File: src/rtl/sq_cmd_scheduler.sv
// NVMe submission-queue command scheduler: moves 16-word commands from a FIFO
// to the host-write engine, one SQ slot per command, then rings the tail doorbell.
module sq_cmd_scheduler #(
    parameter int SQ_DEPTH  = 64,
    parameter int CMD_WORDS = 16
) (
    input  logic        aclk,
    input  logic        aresetn,
    input  logic        enable,
    input  logic [14:0] fifo_data_count,
    input  logic [31:0] fifo_data,
    output logic        fifo_pop,
    output logic        m_valid,
    input  logic        m_ready,
    output logic [31:0] m_data,
    output logic [7:0]  m_slot,
    output logic [3:0]  m_word,
    output logic        m_last,
    input  logic        sq_head_valid,
    input  logic [7:0]  sq_head,
    output logic        db_valid,
    input  logic        db_ready,
    output logic [7:0]  db_value,
    output logic [7:0]  sq_tail,
    output logic [7:0]  sq_head_q,
    output logic        sq_full,
    output logic        underrun_err
);

    localparam int         PW        = (SQ_DEPTH > 1) ? $clog2(SQ_DEPTH) : 1;
    localparam logic [3:0] LAST_WORD = 4'(CMD_WORDS - 1);

    typedef enum logic [1:0] {IDLE, XFER, DOORBELL} state_t;

    state_t          state;
    logic [3:0]      word_cnt;
    logic [PW-1:0]   tail_q;
    logic [PW-1:0]   head_q;
    logic [PW-1:0]   tail_inc;
    logic            underrun_q;
    logic            in_xfer;
    logic            in_db;
    logic            has_data;
    logic            beat;
    logic            unused_head_hi;

    assign in_xfer  = (state == XFER);
    assign in_db    = (state == DOORBELL);
    assign has_data = (fifo_data_count != 15'd0);
    assign tail_inc = tail_q + PW'(1);

    // Beat outputs are gated by state so reset (which forces IDLE) zeroes them at once.
    assign m_valid  = in_xfer & has_data;
    assign fifo_pop = m_valid & m_ready;
    assign beat     = fifo_pop;
    assign m_data   = in_xfer ? fifo_data : 32'd0;
    assign m_slot   = in_xfer ? 8'(tail_q) : 8'd0;
    assign m_word   = in_xfer ? word_cnt : 4'd0;
    assign m_last   = in_xfer & (word_cnt == LAST_WORD);

    assign db_valid = in_db;
    assign db_value = in_db ? 8'(tail_q) : 8'd0;

    assign sq_tail      = 8'(tail_q);
    assign sq_head_q    = 8'(head_q);
    assign sq_full      = (tail_inc == head_q);
    assign underrun_err = underrun_q;

    // Only the low PW bits of the reported head are meaningful.
    assign unused_head_hi = ^sq_head;

    always_ff @(posedge aclk or negedge aresetn) begin
        if (!aresetn) begin
            state      <= IDLE;
            word_cnt   <= 4'd0;
            tail_q     <= '0;
            head_q     <= '0;
            underrun_q <= 1'b0;
        end else begin
            if (sq_head_valid)
                head_q <= sq_head[PW-1:0];
            case (state)
                IDLE: begin
                    if (enable && fifo_data_count >= 15'(CMD_WORDS) && !sq_full) begin
                        state    <= XFER;
                        word_cnt <= 4'd0;
                    end
                end
                XFER: begin
                    if (!has_data)
                        underrun_q <= 1'b1;
                    if (beat) begin
                        if (word_cnt == LAST_WORD) begin
                            tail_q   <= tail_inc;
                            word_cnt <= 4'd0;
                            state    <= DOORBELL;
                        end else begin
                            word_cnt <= word_cnt + 4'd1;
                        end
                    end
                end
                DOORBELL: begin
                    if (db_ready)
                        state <= IDLE;
                end
                default: state <= IDLE;
            endcase
        end
    end

endmodule

File: config.mk
export PLATFORM = sky130hd
export DESIGN_NAME = sq_cmd_scheduler
export DESIGN_NICKNAME = d
export VERILOG_FILES = /design/src/rtl/sq_cmd_scheduler.sv
export SDC_FILE = /design/constraint.sdc
export NUM_CORES = 1
export LEC_CHECK = 0
export CELL_PAD_IN_SITES_DETAIL_PLACEMENT = 0
export CELL_PAD_IN_SITES_GLOBAL_PLACEMENT = 2
export CORE_MARGIN = 2
export CORE_UTILIZATION = 15
export DETAILED_ROUTE_END_ITERATION = 8
export GPL_TIMING_DRIVEN = 0
export PLACE_DENSITY = 0.75
export SLEW_MARGIN = 40
export SYNTH_ARGS = -nofsm -noshare
export SYNTH_HDL_FRONTEND = slang
export SYNTH_SLANG_ARGS = --single-unit
File: constraint.sdc
create_clock -name aclk -period 1.9 [get_ports aclk]
set_clock_uncertainty 0.15 [all_clocks]
set_input_delay 0.19 -clock aclk [delete_from_list [all_inputs] [get_ports aclk]]
set_output_delay 0.19 -clock aclk [all_outputs]
set_load 0.1 [all_outputs]
==> results.md, run 1 <==
* Sequential fraction of the synthesis area at 0.317
* Lkg Pwr at 1.64 nW
* Failing checks: setup timing
* GRT overflow at 0
* Max-Cap Viols at 0
* PD cells at 1740 nW/µm²
* CP Max Fanout at 2
* Fmax at 0.452 GHz
* Share of Yosys cell area claimed by the top area cell type at 0.317
* Avg Cell Area, Syn at 8.93 µm²
* Clock transition at path regs at 0.07 ns
* DIE AREA at 10800 µm²
* Setup TNS at -0.466 ns
* Total GRT Usage at 0.101
* Worst Setup SP: tail_q[4]
* CTS Buf Count at 3
* First-pass iteration count of the detailed router at 2
* CORE AREA at 9730 µm²
* Worst path arrival time at 1.87 ns
* WP buf/inv at 1
* Die width at 104 µm
* Routability congestion estimate from global placement at 0.708
* Crit. End Element: primary output
* Final setup viols at 5
* Final Net Count at 388
* Initial cell density of the core at 0.154
* Cell Rows at 36
* Post-route antenna net violation count at 0
* Unrepaired setup endpoints after global routing: true
* Vias in the first global route at 1805
* Crit path kind: register to primary output
* Simple-gate share of the synthesized area at 0.376
* Synth area leaders: dfrtp_1 32%, and2_1 20%, mux2_2 5.3%
* Slowest stage delay, CP at 0.51 ns
* Post-synthesis xor/xnor area fraction at 0.0751
* Top routing layer used: met4
* Met2 Wirelength at 2940 µm
* HPWL Detailed at 4250 µm
* Final hold vios at 0
* WL final at 6020 µm
* First-pass GRT wire length at 9100 µm
* Port-buffer cells at 123
* TritonCTS clock tree: yes
* Post-synth ARST share at 1.00
* Reg-to-Reg Start: tail_q[0]
* Reg2Reg Depth at 7
* Cell Chain, Critical Path: xnor2_4 -> or4b_4 -> o211ai_4 -> and3_4 -> buf_12
* Final core occ at 0.376
* Clk buf depth at 2
* ANT cells at 0
* Cell area after layout at 3650 µm²
* CTS root buf: clkbuf_8
* Tot Pwr at 6.34 mW
* Worst path depth at 5
* DRC violations left at 0
* 1st-iter DRT viols at 47
* H-tree Lvls at 1
* FF-to-FF End: word_cnt[3]
* Met1 Wirelength at 2580 µm
* Leading area contributor after synthesis: dfrtp_1
* Synth Area in Compound Gates at 0.0709
* DR vias/cell at 3.82
* Final worst slack at -0.314 ns
* Maximum vdd drop at 744 µV
* Class of the worst hold path: primary input to register
* Syn. warnings at 0
* Fin crit share at 1.17
* Capture point of the worst path: sq_full
* Placement-stage cell area at 2680 µm²
* Distinct cells, synth at 40
* Critical-path top delay cell: dfrtp_4
* Gate count after technology mapping at 168
* Drt wl/cell at 13.2 µm
* Main combinational cell family by area after synthesis: simple AND/OR/NAND/NOR gates
* Worst Path Required at 1.56 ns
* Reg2Reg Setup Slack at -0.08 ns
* Sink Count at 19
* Chip Height at 104 µm
* Post-Place Worst Slack at -0.464 ns
* Initial antenna violation count at 0
* Register bit total from synthesis at 19
* Area grow syn2layout at 144%
* Synthesized area at 1500 µm²
* Hold_ws at 0.256 ns
* Predominant post-synthesis flop cell: dfrtp_1
* Post-synthesis mux area share at 0.0525
* Status: finished with violations
* Adder-Cell Fraction of Synth Area at 0.0167
* Routed length on met3 at 476 µm
* Via count at 1747
* EDFF count, synth at 0
* I/O pin total at 135
* Worst-Skew Late Latency at 0.26 ns
* CP top delay family: simple AND/OR/NAND/NOR gates
* Share of cells above drive strength 1 at 0.565
* Final Non-Filler Cells at 457
* Final Slew Violations at 0
* Placed cell count at 431
* Final worst path period need at 2.21 ns
* Pin count of the biggest net entering global routing at 20
* Worst setup SP type: register
## flip-flops by register name, indices dropped and copies added (netlist names)
| register | flops |
|---|---|
| head_q | 6 |
| tail_q | 6 |
| word_cnt | 4 |
| state | 2 |
| underrun_err | 1 |
## synth_stat cells (2+ instances only)
library cell,count
o211ai_1,2
nor2b_1,3
ha_1,2
xnor2_1,5
nand4_1,4
inv_1,2
nor4_1,3
dfrtp_1,19
nand2b_1,2
xor2_1,6
nand3_1,9
nand2_1,7
buf_4,8
and2_1,47
o21ai_1,4
nor2_1,6
buf_6,2
clkbuf_1,5
nor3_1,2
a21oi_1,2
nor3b_1,3
mux2_2,7
## cell usage in the layout, fill, tap and decap left out, types with 3 or more instances in the layout
| master | Yosys | final |
|---|---|---|
| buf_6 | 2 | 17 |
| xnor2_1 | 5 | 5 |
| mux2_2 | 7 | 7 |
| buf_2 | 1 | 15 |
| o21ai_1 | 4 | 4 |
| nand4_1 | 4 | 4 |
| and2_1 | 47 | 6 |
| dfrtp_1 | 19 | 12 |
| dfrtp_4 | 0 | 5 |
| buf_4 | 8 | 35 |
| and2_4 | 0 | 16 |
| clkdlybuf4s50_1 | 0 | 51 |
| xor2_1 | 6 | 6 |
| conb_1 | 1 | 8 |
| nor3b_1 | 3 | 3 |
| nand3_1 | 9 | 7 |
| buf_12 | 0 | 33 |
| nor2_1 | 6 | 4 |
| dlymetal6s2s_1 | 1 | 5 |
| and2_2 | 1 | 26 |
| nand2_1 | 7 | 7 |
| clkbuf_8 | 0 | 3 |
## how the worst min path moves through the flow
| stage | from | end | slack [ns] | cells after the start |
|---|---|---|---|---|
| global placement | underrun_err | underrun_err | 0.32 | 1 |
| global route | sq_head_valid | head_q[2] | 0.28 | 2 |
| finish | sq_head_valid | head_q[3] | 0.26 | 2 |
| floorplan | aresetn | head_q[0] | -0.26 | 0 |
| detailed placement | aresetn | head_q[3] | 0.02 | 1 |
| CTS | sq_head_valid | head_q[3] | 0.26 | 2 |
## what timing repair did
item / CTS / global route
gates cloned: 0 / 4
pin swaps: 7 / 6
buffers inserted: 16 / 4
endpoints found under the hold margin: 19 / 0
endpoints found under the setup margin: 55 / 49
hold buffers: 1 / 0
resized for setup: 168 / 60
## report_power, final
part	leakage [nW]	internal, mW	total, mW	switching, mW
Sequential	0.225	0.507	0.615	0.108
Clock	0.0228	0.149	0.287	0.137
Combinational	1.39	1.92	5.44	3.52
## kinds of logic after synthesis
| logic type | Yosys count |
|---|---|
| other | 1 |
| multiplexers | 7 |
| AO/OA/AOI/OAI | 13 |
| buffers and inverters | 21 |
| XOR/XNOR | 12 |
| AND/OR/NAND/NOR | 93 |
| adder cells (fa/ha/maj) | 2 |
| flip-flops | 19 |
## routing by layer
layer,GRT usage,vias to the layer above
met1,0.122,799
li1,-,861
met3,0.0388,4
met4,0.00965,0
met2,0.178,83
met5,0,-
## area by class of cell
type / instances / area, µm²
flip-flops and latches: 19 / 497
plain buffers: 14 / 120
clock buffers: 4 / 45.0
multi-input cells: 135 / 1100
repair buffers: 148 / 1700
inverters: 4 / 20.0
fillers: 963 / 6070
well taps: 133 / 166
No activity file was read; power rests on OpenSTA's default activity.
==> inputs of run 2 (changes only) <==
Settings changed: CTS_CLUSTER_SIZE from default to 25.
Clock period 1.9 ns to 2.25 ns, I/O delays scaled along.
==> run 2 against run 1 <==
The flow still finishes with violations (setup timing); first-iteration DRC count down 26%; wire length down 14%; non-clock buffer count down 18; global-route usage down 0.94 points; cell count down 3.9%; worst setup slack better by 0.29 ns; count of clock-buffer cells in the layout unchanged; power down 33%; critical path depth unchanged; critical path type unchanged; highest routed layer unchanged.
==> results.md, run 2 (same netlist as run 1, synthesis figures left out) <==
* Status: finished with violations
* Failing checks: setup timing
* Routability congestion estimate from global placement at 0.707 (-0.14%)
* Fin crit share at 1.01
* Crit path kind: register to primary output
* HPWL Detailed at 4120 µm (-3.1%)
* Worst-Skew Late Latency at 0.26 ns (about the same)
* First-pass iteration count of the detailed router at 2 (unchanged)
* Final hold vios at 0 (unchanged)
* I/O pin total at 135 (unchanged)
* CTS root buf: clkbuf_8
* Crit. End Element: primary output
* Final worst path period need at 2.28 ns
* Registers with the most flip-flops: head_q: 6 flops, tail_q: 6 flops, word_cnt: 4 flops
* Initial antenna violation count at 0 (unchanged)
* Worst Path Required at 1.88 ns (+0.32 ns)
* Reg2Reg Depth at 7 (unchanged)
* ANT cells at 0 (unchanged)
* Clock transition at path regs at 0.07 ns (about the same)
* DRC violations left at 0 (unchanged)
* WL final at 5170 µm (-14%)
* PD cells at 1510 nW/µm² (-13%)
* Clk buf depth at 2 (unchanged)
* Final core occ at 0.291 (-0.0844)
* Most frequent cells in the layout: 56 x clkdlybuf4s50_1, 47 x and2_1, 44 x buf_4
* Post-Place Worst Slack at -0.224 ns (+0.241 ns)
* TritonCTS clock tree: yes
* Reg-to-Reg Start: tail_q[1]
* Pin count of the biggest net entering global routing at 20 (unchanged)
* Commonest non-fill, non-tap cell in the layout: clkdlybuf4s50_1
* Final setup viols at 1 (-4)
* H-tree Lvls at 1 (unchanged)
* CORE AREA at 9730 µm² (unchanged)
* Unrepaired setup endpoints after global routing: true
* Cell Rows at 36 (unchanged)
* Sink Count at 19 (unchanged)
* First-pass GRT wire length at 8310 µm (-8.6%)
* Reg2Reg Setup Slack at 0.24 ns (+0.32 ns)
* Final Net Count at 370 (-4.6%)
* Share of cells above drive strength 1 at 0.386 (-0.179)
* Lkg Pwr at 1.29 nW (-22%)
* 1st-iter DRT viols at 35 (-26%)
* DR vias/cell at 3.79 (-0.96%)
* Via count at 1662 (-4.9%)
* Cell area after layout at 2830 µm² (-22%)
* Chip Height at 104 µm (unchanged)
* CP Max Fanout at 3 (+1)
* Maximum vdd drop at 584 µV (-22%)
* Worst path arrival time at 1.90 ns (+0.03 ns)
* Post-route antenna net violation count at 0 (unchanged)
* Vias in the first global route at 1603 (-11%)
* Hold_ws at 0.281 ns (+0.0250 ns)
* Placement-stage cell area at 2620 µm² (-2.1%)
* Tot Pwr at 4.28 mW (-33%)
* Worst setup SP type: register
* Area grow syn2layout at 88.9%
* Port-buffer cells at 123 (unchanged)
* GRT overflow at 0 (unchanged)
* FF-to-FF End: word_cnt[3]
* Fmax at 0.439 GHz
* Die width at 104 µm (unchanged)
* Max-Cap Viols at 0 (unchanged)
* DIE AREA at 10800 µm² (unchanged)
* Final worst slack at -0.0268 ns (+0.288 ns)
* Final Slew Violations at 0 (unchanged)
* Class of the worst hold path: primary input to asynchronous set/reset pin
* Total GRT Usage at 0.0920 (-0.00942)
* Initial cell density of the core at 0.154 (unchanged)
* Drt wl/cell at 11.8 µm (-11%)
* CTS Buf Count at 3 (unchanged)
run 2: cell types whose count changed in the layout (fill, tap and decap cells not counted), sizes merged:
| cell | before | now |
|---|---|---|
| buf | 102 | 81 |
| clkbuf | 7 | 10 |
| clkdlybuf4s50 | 51 | 56 |
| clkinv | 2 | 1 |
| dlymetal6s2s | 5 | 0 |
| inv | 2 | 3 |
run 2: per-stage QoR:
step	TNS, ns	std cells
after CTS	-0.0766	436
after detailed placement	-0.906	431
after floorplan	-0.0897	175
after global routing	-0.0902	439
after global placement	-24.26	431
final	-0.0268	439
run 2: critical path, cell delays in order, from the launching register on:
cell and delay, ns:
dfrtp_4 0.50, xnor2_2 0.16, or4b_4 0.50, o211ai_4 0.09, and3_4 0.21, buf_12 0.17
run 2: timing repair:
item | in CTS | in global routing
setup endpoints to repair | 39 | 34
endpoints found under the hold margin | 19 | 0
hold buffers | 1 | 0
pin swaps | 5 | 1
setup buffers | 2 | 3
resized for setup | 43 | 5
run 2: power breakdown:
part | total, mW | internal (mW) | leakage, nW | switching, mW
sequential | 0.528 | 0.428 | 0.227 | 0.100
clock | 0.242 | 0.126 | 0.0228 | 0.116
combinational | 3.51 | 0.766 | 1.04 | 2.74
total | 4.28 | 1.32 | 1.29 | 2.96
run 2: per-layer routing:
metal / routed length, µm / vias up / global-route usage
li1: - / 818 / -
met1: 2230 / 755 / 0.111
met2: 2420 / 85 / 0.160
met3: 484 / 4 / 0.0357
met4: 28 / 0 / 0.0106
met5: 0 / - / 0
run 2: worst max path at each step:
stage                 to  cells after the start  slack (ns)                start
2_1_floorplan    sq_full                      5       -0.09            tail_q[4]
3_3_place_gp     sq_full                      6       -0.88            tail_q[2]
3_5_place_dp   tail_q[1]                      5       -0.22  fifo_data_count[11]
4_1_cts          sq_full                      5       -0.08            tail_q[4]
5_1_grt          sq_full                      5       -0.09            tail_q[0]
6_report         sq_full                      5       -0.03            tail_q[4]
run 2: area by class of cell:
type / count / area [µm²]
Sequential cell: 19 / 495
Clock buffer: 4 / 45.0
Multi-Input combinational cell: 135 / 967
Inverter: 4 / 15.0
Buffer: 15 / 103
Timing Repair Buffer: 129 / 1040
Tap cell: 133 / 166
Fill cell: 1059 / 6900
==> inputs of run 3 (changes only) <==
Settings changed: CTS_CLUSTER_SIZE 25 to default.
==> results of run 3 <==
Final layout, timing and power as in run 2 (identical DEF).
